==> src/rtl/mac_pkg.sv <==
// Shared types and helpers for the LANES-wide dot-product MAC.
package mac_pkg;

  typedef enum logic [1:0] {IDLE, MUL, ACC} mac_state_e;

  // Widest signed value sat_clamp can handle; callers sign-extend into it.
  localparam int CLAMP_W = 128;

  // ovf is the LSB so callers can take {value[w-1:0], ovf} with one size cast.
  typedef struct packed {
    logic signed [CLAMP_W-1:0] value;
    logic                      ovf;
  } clamp_t;

  function automatic int prod_w(input int dw);
    return 2 * dw;
  endfunction

  function automatic clamp_t sat_clamp(input logic signed [CLAMP_W-1:0] value,
                                       input int width);
    logic signed [CLAMP_W-1:0] max_v;
    logic signed [CLAMP_W-1:0] min_v;
    clamp_t                    res;
    max_v = (CLAMP_W'(1) << (width - 1)) - CLAMP_W'(1);
    min_v = ~max_v;
    res.ovf = (value > max_v) || (value < min_v);
    if (value > max_v)      res.value = max_v;
    else if (value < min_v) res.value = min_v;
    else                    res.value = value;
    return res;
  endfunction

endpackage

==> src/rtl/mac_seq_mult.sv <==
// One lane's signed multiplier: sign-magnitude, radix-2 shift-add, one bit per step.
module mac_seq_mult
  import mac_pkg::*;
#(
  parameter int DATA_WIDTH = 16,
  parameter int CNT_W      = 4
) (
  input  logic                             clk,
  input  logic                             rst,
  input  logic                             start,
  input  logic                             step,
  input  logic [DATA_WIDTH-1:0]            a,
  input  logic [DATA_WIDTH-1:0]            b,
  input  logic [CNT_W-1:0]                 cnt,
  output logic signed [prod_w(DATA_WIDTH)-1:0] product
);

  localparam int PW = prod_w(DATA_WIDTH);

  // Magnitudes are unsigned, so |-2^(DW-1)| = 2^(DW-1) is represented exactly.
  logic [DATA_WIDTH-1:0] mag_a_reg;
  logic [DATA_WIDTH-1:0] mag_b_reg;
  logic                  neg_reg;
  logic [PW-1:0]         acc_reg;

  always_ff @(posedge clk) begin
    if (rst) begin
      mag_a_reg <= '0;
      mag_b_reg <= '0;
      neg_reg   <= 1'b0;
      acc_reg   <= '0;
    end else if (start) begin
      mag_a_reg <= a[DATA_WIDTH-1] ? -a : a;
      mag_b_reg <= b[DATA_WIDTH-1] ? -b : b;
      neg_reg   <= a[DATA_WIDTH-1] ^ b[DATA_WIDTH-1];
      acc_reg   <= '0;
    end else if (step && mag_b_reg[cnt]) begin
      acc_reg <= acc_reg + ({{DATA_WIDTH{1'b0}}, mag_a_reg} << cnt);
    end
  end

  assign product = neg_reg ? -acc_reg : acc_reg;

endmodule

==> src/rtl/mac_dot_unit.sv <==
// LANES-wide signed dot-product accumulator with saturating/wrapping accumulate.
module mac_dot_unit
  import mac_pkg::*;
#(
  parameter int DATA_WIDTH = 16,
  parameter int LANES      = 4,
  parameter int ACC_WIDTH  = 40
) (
  input  logic                          clk,
  input  logic                          rst,
  input  logic                          in_valid,
  output logic                          in_ready,
  input  logic [LANES*DATA_WIDTH-1:0]   a_in,
  input  logic [LANES*DATA_WIDTH-1:0]   b_in,
  input  logic                          last,
  input  logic                          clr_acc,
  input  logic                          sat_mode,
  output logic [ACC_WIDTH-1:0]          accumulator,
  output logic                          done,
  output logic                          out_valid,
  output logic                          overflow
);

  localparam int PW    = prod_w(DATA_WIDTH);
  localparam int CNT_W = (DATA_WIDTH > 1) ? $clog2(DATA_WIDTH) : 1;
  localparam logic [CNT_W-1:0] CNT_LAST = CNT_W'(DATA_WIDTH - 1);

  generate
    if (ACC_WIDTH < 2 * DATA_WIDTH + $clog2(LANES) || ACC_WIDTH + 1 > CLAMP_W) begin : g_bad_acc_width
      $error("mac_dot_unit: ACC_WIDTH too small for the lane sum or too wide for sat_clamp");
    end
  endgenerate

  mac_state_e state_reg, state_next;
  logic [CNT_W-1:0]            cnt_reg;
  logic                        last_lat_reg;
  logic                        sat_lat_reg;
  logic                        clr_lat_reg;
  logic signed [ACC_WIDTH-1:0] acc_reg;
  logic                        overflow_reg;
  logic                        done_reg;
  logic                        out_valid_reg;

  logic                        handshake;
  logic signed [PW-1:0]        lane_prod [LANES];
  logic signed [ACC_WIDTH:0]   sum;
  logic [ACC_WIDTH:0]          clamp_bits;

  assign in_ready  = (state_reg == IDLE) && !rst;
  assign handshake = in_valid && in_ready;

  generate
    for (genvar gi = 0; gi < LANES; gi++) begin : g_lane
      mac_seq_mult #(
        .DATA_WIDTH (DATA_WIDTH),
        .CNT_W      (CNT_W)
      ) u_mult (
        .clk     (clk),
        .rst     (rst),
        .start   (handshake),
        .step    (state_reg == MUL),
        .a       (a_in[gi*DATA_WIDTH +: DATA_WIDTH]),
        .b       (b_in[gi*DATA_WIDTH +: DATA_WIDTH]),
        .cnt     (cnt_reg),
        .product (lane_prod[gi])
      );
    end
  endgenerate

  always_comb begin
    state_next = state_reg;
    case (state_reg)
      IDLE:    if (handshake) state_next = MUL;
      MUL:     if (cnt_reg == CNT_LAST) state_next = ACC;
      ACC:     state_next = IDLE;
      default: state_next = IDLE;
    endcase
  end

  // One bit of headroom above ACC_WIDTH is enough to detect any single-beat overflow.
  always_comb begin
    if (clr_lat_reg) sum = '0;
    else             sum = (ACC_WIDTH + 1)'(acc_reg);
    for (int i = 0; i < LANES; i++) begin
      sum = sum + (ACC_WIDTH + 1)'(lane_prod[i]);
    end
  end

  assign clamp_bits = (ACC_WIDTH + 1)'(sat_clamp(CLAMP_W'(sum), ACC_WIDTH));

  always_ff @(posedge clk) begin
    if (rst) begin
      state_reg     <= IDLE;
      cnt_reg       <= '0;
      last_lat_reg  <= 1'b0;
      sat_lat_reg   <= 1'b0;
      clr_lat_reg   <= 1'b0;
      acc_reg       <= '0;
      overflow_reg  <= 1'b0;
      done_reg      <= 1'b0;
      out_valid_reg <= 1'b0;
    end else begin
      state_reg     <= state_next;
      done_reg      <= 1'b0;
      out_valid_reg <= 1'b0;
      case (state_reg)
        IDLE: begin
          if (handshake) begin
            last_lat_reg <= last;
            sat_lat_reg  <= sat_mode;
            clr_lat_reg  <= clr_acc;
            cnt_reg      <= '0;
          end else if (clr_acc) begin
            acc_reg      <= '0;
            overflow_reg <= 1'b0;
          end
        end
        MUL: cnt_reg <= cnt_reg + CNT_W'(1);
        ACC: begin
          if (sat_lat_reg) acc_reg <= clamp_bits[ACC_WIDTH:1];
          else             acc_reg <= sum[ACC_WIDTH-1:0];
          overflow_reg  <= (overflow_reg & ~clr_lat_reg) | clamp_bits[0];
          done_reg      <= 1'b1;
          out_valid_reg <= last_lat_reg;
        end
        default: ;
      endcase
    end
  end

  assign accumulator = acc_reg;
  assign overflow    = overflow_reg;
  assign done        = done_reg;
  assign out_valid   = out_valid_reg;

endmodule

==> config.mk <==
export PLATFORM = sky130hd
export DESIGN_NAME = mac_dot_unit
export DESIGN_NICKNAME = d
export VERILOG_FILES = /design/src/rtl/mac_pkg.sv /design/src/rtl/mac_seq_mult.sv /design/src/rtl/mac_dot_unit.sv
export SDC_FILE = /design/constraint.sdc
export NUM_CORES = 2
export LEC_CHECK = 0
export BUFFER_PORTS_ARGS = -buffer_cell sky130_fd_sc_hd__buf_2
export CORE_AREA = 5 5 247 249
export CTS_CLUSTER_SIZE = 20
export DETAILED_ROUTE_END_ITERATION = 6
export DIE_AREA = 0 0 252 254
export PLACE_DENSITY = 0.69
export SYNTH_ARGS = -nofsm -noshare
export SYNTH_HDL_FRONTEND = slang
export SYNTH_SLANG_ARGS = --single-unit
==> constraint.sdc <==
create_clock -name clk -period 9.02 [get_ports clk]
set_clock_uncertainty 0.1 [all_clocks]
set_input_delay 0.451 -clock clk [delete_from_list [all_inputs] [get_ports clk]]
set_output_delay 0.451 -clock clk [all_outputs]
set_load 0.01 [all_outputs]
==> flow_summary.toml <==
[cts]
clk_path_buf_depth = 3
tritoncts.num_buffers = 39
post_cts.resized_instances = 0
clock_tree.root_cell = "sky130_fd_sc_hd__clkbuf_16"
cts_num_sinks = 312
tritoncts = "built"
clkSlewWorstSetupHoldPaths_ps = 60
cts.htree.levels = 2
post-cts-setup-buffers = 0
clk_latency_ps = 570
hold_fix_buffers_at_cts = 2

[synthesis]
netlist_area_um2 = 30500
postSynthAreaPerCell_um2 = 7.98
async_reset_ff_share_pct = 0
syn-instance-count = 3826
synth_sequential_area_ratio_pct = 20.5
yosys.cell_types.count = 80
yosys_warnings = 0
ys_ff_latch = 312
postSynthNetCount = 4261
number_of_flops_mapped_to_enable_cells_by_yosys = 0
postSynth.topFlopCell = "sky130_fd_sc_hd__dfxtp_1"

[routing]
wl_met3_um = 6910
m1WireLength_um = 43100
via_count = 27900
met2RoutedLength_um = 39700
drc = 0
detail-route-antenna-nets = 0
vias_per_cell = 5.96
routedWlPerCell_um = 19.7
top_layer = "met5"
wirelength_um = 92500
detailedRoute.firstIterationViolations = 2347
drt_first_pass_iters = 5

[run_status]
run_status = "complete, no violations"

[global_route]
wire_length_of_the_first_global_routing_pass_um = 145000
overflow = 0
grt_max_degree = 128
antenna_found_initial = 2
gr-usage-all-layers_pct = 28.0
number_of_global_route_vias_before_repair = 25400

[timing]
setup_repair_after_global_routing_missed_its_margin = "no"
timing_hold_violations_final = 0
period_minus_slack_ps = 7750
max_freq_mhz = 129
worst-slew-pin-transition_ps = 1150
timing.max_slew.rel_slack_pct = 23.4
layout_worst_path_cycle_share_pct = 86.0
setup-violations-final = 0
setup_total_negative_slack_ps = 0
slew_violations = 0

[worst_setup_path]
worstPathRequired_ps = 9430
critPathSlowestCell = "sky130_fd_sc_hd__fa_1"
critical-path-max-stage-delay_ps = 640
setup.worst_path.class = "reg -> reg"
crit_path_start_kind = "flip-flop"
reg2reg_start = "g_lane[0].u_mult.acc_reg[9]"
cp_max_fanout = 22
crit_path_cells = "or4_1, or4_1, or4_1, nand2b_1, o31a_1, xor2_1, inv_1, fa_1, fa_1, fa_1, inv_1, ha_1, nand4_1, nor2_1, o211ai_1, nor4b_1, a21oi_1, o211ai_2, a31oi_4, buf_4, a221o_1"
timing.critical_path.to_type = "flip-flop"
worst_setup_path_startpoint = "g_lane[0].u_mult.acc_reg[9]"
timing.critical_path.arrival_ps = 8160

[power_and_ir_drop]
worst_ir_drop_vdd_mv = 0.210
power.density_cell_area_nw_per_um2 = 139
design_power_total_uw = 4610
power.leakage_uw = 0.0144

[floorplan]
die_w_um = 252
top_level_i_o_count = 178
floorplan.rows = 89
core_area_um2 = 58500
die_area_um2 = 64000
start_util_pct = 52.2
floorplan.die.height_um = 254

[place]
dp.final_hpwl_um = 71600
io_buffer_count = 177
placed_cells_incl_taps = 4614
place_area_um2 = 31900
gp_congestion = 0.995

[finish]
layout-drive-gt1-share_pct = 9.71
area_growth_syn_to_layout_pct = 8.96
finish.instance_area_um2 = 33300
final-instance-count-excl-fill = 4687
largest_register_ffs = 128
finalNetCount = 4319
post-route-util_pct = 56.9
fillerInstances = 5547

[hold_path]
hold_path.startpoint = "a_in[14]"
hold_path_class = "in -> reg"

[flow_run]
drv.max_cap_violation_count = 0
-- synth_stat cells (19+ instances only) --
master,count,area share (%)
sky130_fd_sc_hd__o22ai_1,20,0.41
sky130_fd_sc_hd__xor2_1,155,4.4
sky130_fd_sc_hd__o21ai_0,317,5.2
sky130_fd_sc_hd__or4_1,32,0.79
sky130_fd_sc_hd__nand2_1,301,3.7
sky130_fd_sc_hd__clkbuf_1,172,2.1
sky130_fd_sc_hd__nor2b_1,68,1.4
sky130_fd_sc_hd__ha_1,178,7.3
sky130_fd_sc_hd__nand3b_1,127,3.1
sky130_fd_sc_hd__and3_1,26,0.53
sky130_fd_sc_hd__nor3_1,69,1.1
sky130_fd_sc_hd__a21o_1,73,1.8
sky130_fd_sc_hd__and2_1,23,0.47
sky130_fd_sc_hd__a21oi_1,256,4.2
sky130_fd_sc_hd__a211oi_1,42,1.0
sky130_fd_sc_hd__xnor2_1,180,5.2
sky130_fd_sc_hd__fa_1,123,8.1
sky130_fd_sc_hd__mux2_2,28,1.0
sky130_fd_sc_hd__inv_1,226,2.8
sky130_fd_sc_hd__nand3_1,87,1.4
sky130_fd_sc_hd__dfxtp_1,312,20
sky130_fd_sc_hd__nand2b_1,56,1.1
sky130_fd_sc_hd__o21a_1,36,0.88
sky130_fd_sc_hd__o41ai_1,34,0.98
sky130_fd_sc_hd__o31ai_1,60,1.5
sky130_fd_sc_hd__a221o_1,37,1.2
sky130_fd_sc_hd__mux4_2,30,2.2
sky130_fd_sc_hd__nand4_1,19,0.39
sky130_fd_sc_hd__mux2i_1,127,4.2
sky130_fd_sc_hd__or2_2,20,0.41
sky130_fd_sc_hd__or3_1,40,0.82
sky130_fd_sc_hd__nor2_1,332,4.1
sky130_fd_sc_hd__nor4_1,26,0.53
-- worst max-delay path: cells and delay by family (launching register included) --
kind | cells | cell delay [ps]
buffers and inverters | 3 | 720
AND/OR/NAND/NOR | 7 | 2590
XOR/XNOR | 1 | 250
AO/OA/AOI/OAI | 6 | 1650
flip-flops | 1 | 370
adder cells (fa/ha/maj) | 4 | 2030
-- cells by family (layout without fill, tap and decap cells) --
logic type	Yosys count	after routing	share of synthesized area (%)
other	0	1	0
AO/OA/AOI/OAI	1024	1024	21.2
buffers and inverters	420	507	5.25
AND/OR/NAND/NOR	1246	1246	20.5
XOR/XNOR	338	338	9.83
flip-flops	312	312	20.5
adder cells (fa/ha/maj)	301	301	15.4
multiplexers	185	185	7.41
-- power breakdown --
part	internal, uW	total [uW]	switching (uW)
registers	1440	1510	71.8
clock network	958	1620	666
logic	582	1470	891
total	2980	4610	1630
-- cell usage in the layout (no fill, tap or decap), types with 23 or more instances in the layout --
cell	n
sky130_fd_sc_hd__a211oi_1	42
sky130_fd_sc_hd__a21o_1	73
sky130_fd_sc_hd__a21oi_1	256
sky130_fd_sc_hd__a221o_1	37
sky130_fd_sc_hd__and2_1	23
sky130_fd_sc_hd__and3_1	26
sky130_fd_sc_hd__buf_2	176
sky130_fd_sc_hd__buf_4	29
sky130_fd_sc_hd__clkbuf_16	41
sky130_fd_sc_hd__dfxtp_1	308
sky130_fd_sc_hd__fa_1	123
sky130_fd_sc_hd__ha_1	178
sky130_fd_sc_hd__inv_1	226
sky130_fd_sc_hd__mux2_2	28
sky130_fd_sc_hd__mux2i_1	127
sky130_fd_sc_hd__mux4_2	30
sky130_fd_sc_hd__nand2_1	299
sky130_fd_sc_hd__nand2b_1	55
sky130_fd_sc_hd__nand3_1	87
sky130_fd_sc_hd__nand3b_1	127
sky130_fd_sc_hd__nor2_1	330
sky130_fd_sc_hd__nor2b_1	68
sky130_fd_sc_hd__nor3_1	69
sky130_fd_sc_hd__nor4_1	26
sky130_fd_sc_hd__o21a_1	36
sky130_fd_sc_hd__o21ai_0	317
sky130_fd_sc_hd__o31ai_1	60
sky130_fd_sc_hd__o41ai_1	34
sky130_fd_sc_hd__or3_1	40
sky130_fd_sc_hd__or4_1	32
sky130_fd_sc_hd__xnor2_1	180
sky130_fd_sc_hd__xor2_1	155
-- path summary, 6_finish.rpt --
path / endpoint / slack (ps) / cells past startpoint
setup / recovery: accumulator[32] / 1270 / 21
hold / removal: g_lane[0].u_mult.mag_a_reg[15] / 70 / 3
setup reg to reg: accumulator[32] / 1270 / 21
hold reg to reg: accumulator[0] / 370 / 2
-- cell type report --
| class | count | area (um2) | share of cell area [%] |
|---|---|---|---|
| inverter | 229 | 860 | 2.58 |
| timing repair buffer | 208 | 1140 | 3.42 |
| tap | 773 | 967 | 2.91 |
| clock inverter | 21 | 210 | 0.632 |
| antenna | 1 | 2.50 | 0.00752 |
| clock buffer | 49 | 1110 | 3.32 |
| sequential | 312 | 6260 | 18.8 |
| multi-input combinational | 3094 | 22700 | 68.3 |
-- metal layers --
metal / GRT usage (%) / vias to the layer above
li1: - / 13800
met1: 41.4 / 13100
met2: 42.8 / 960
met3: 4.12 / 133
met4: 7.99 / 2
met5: 0 / -
-- per-stage QoR --
| step | hold WS (ps) | setup WS (ps) |
|---|---|---|
| CTS | 41.9 | 1250 |
| finish | 68.3 | 1270 |
| detailed placement | 355 | 1230 |
| global placement | 346 | 1470 |
| global route | 80.6 | 684 |
| floorplan | 345 | 1840 |
No activity file was read; power rests on OpenSTA's default activity.
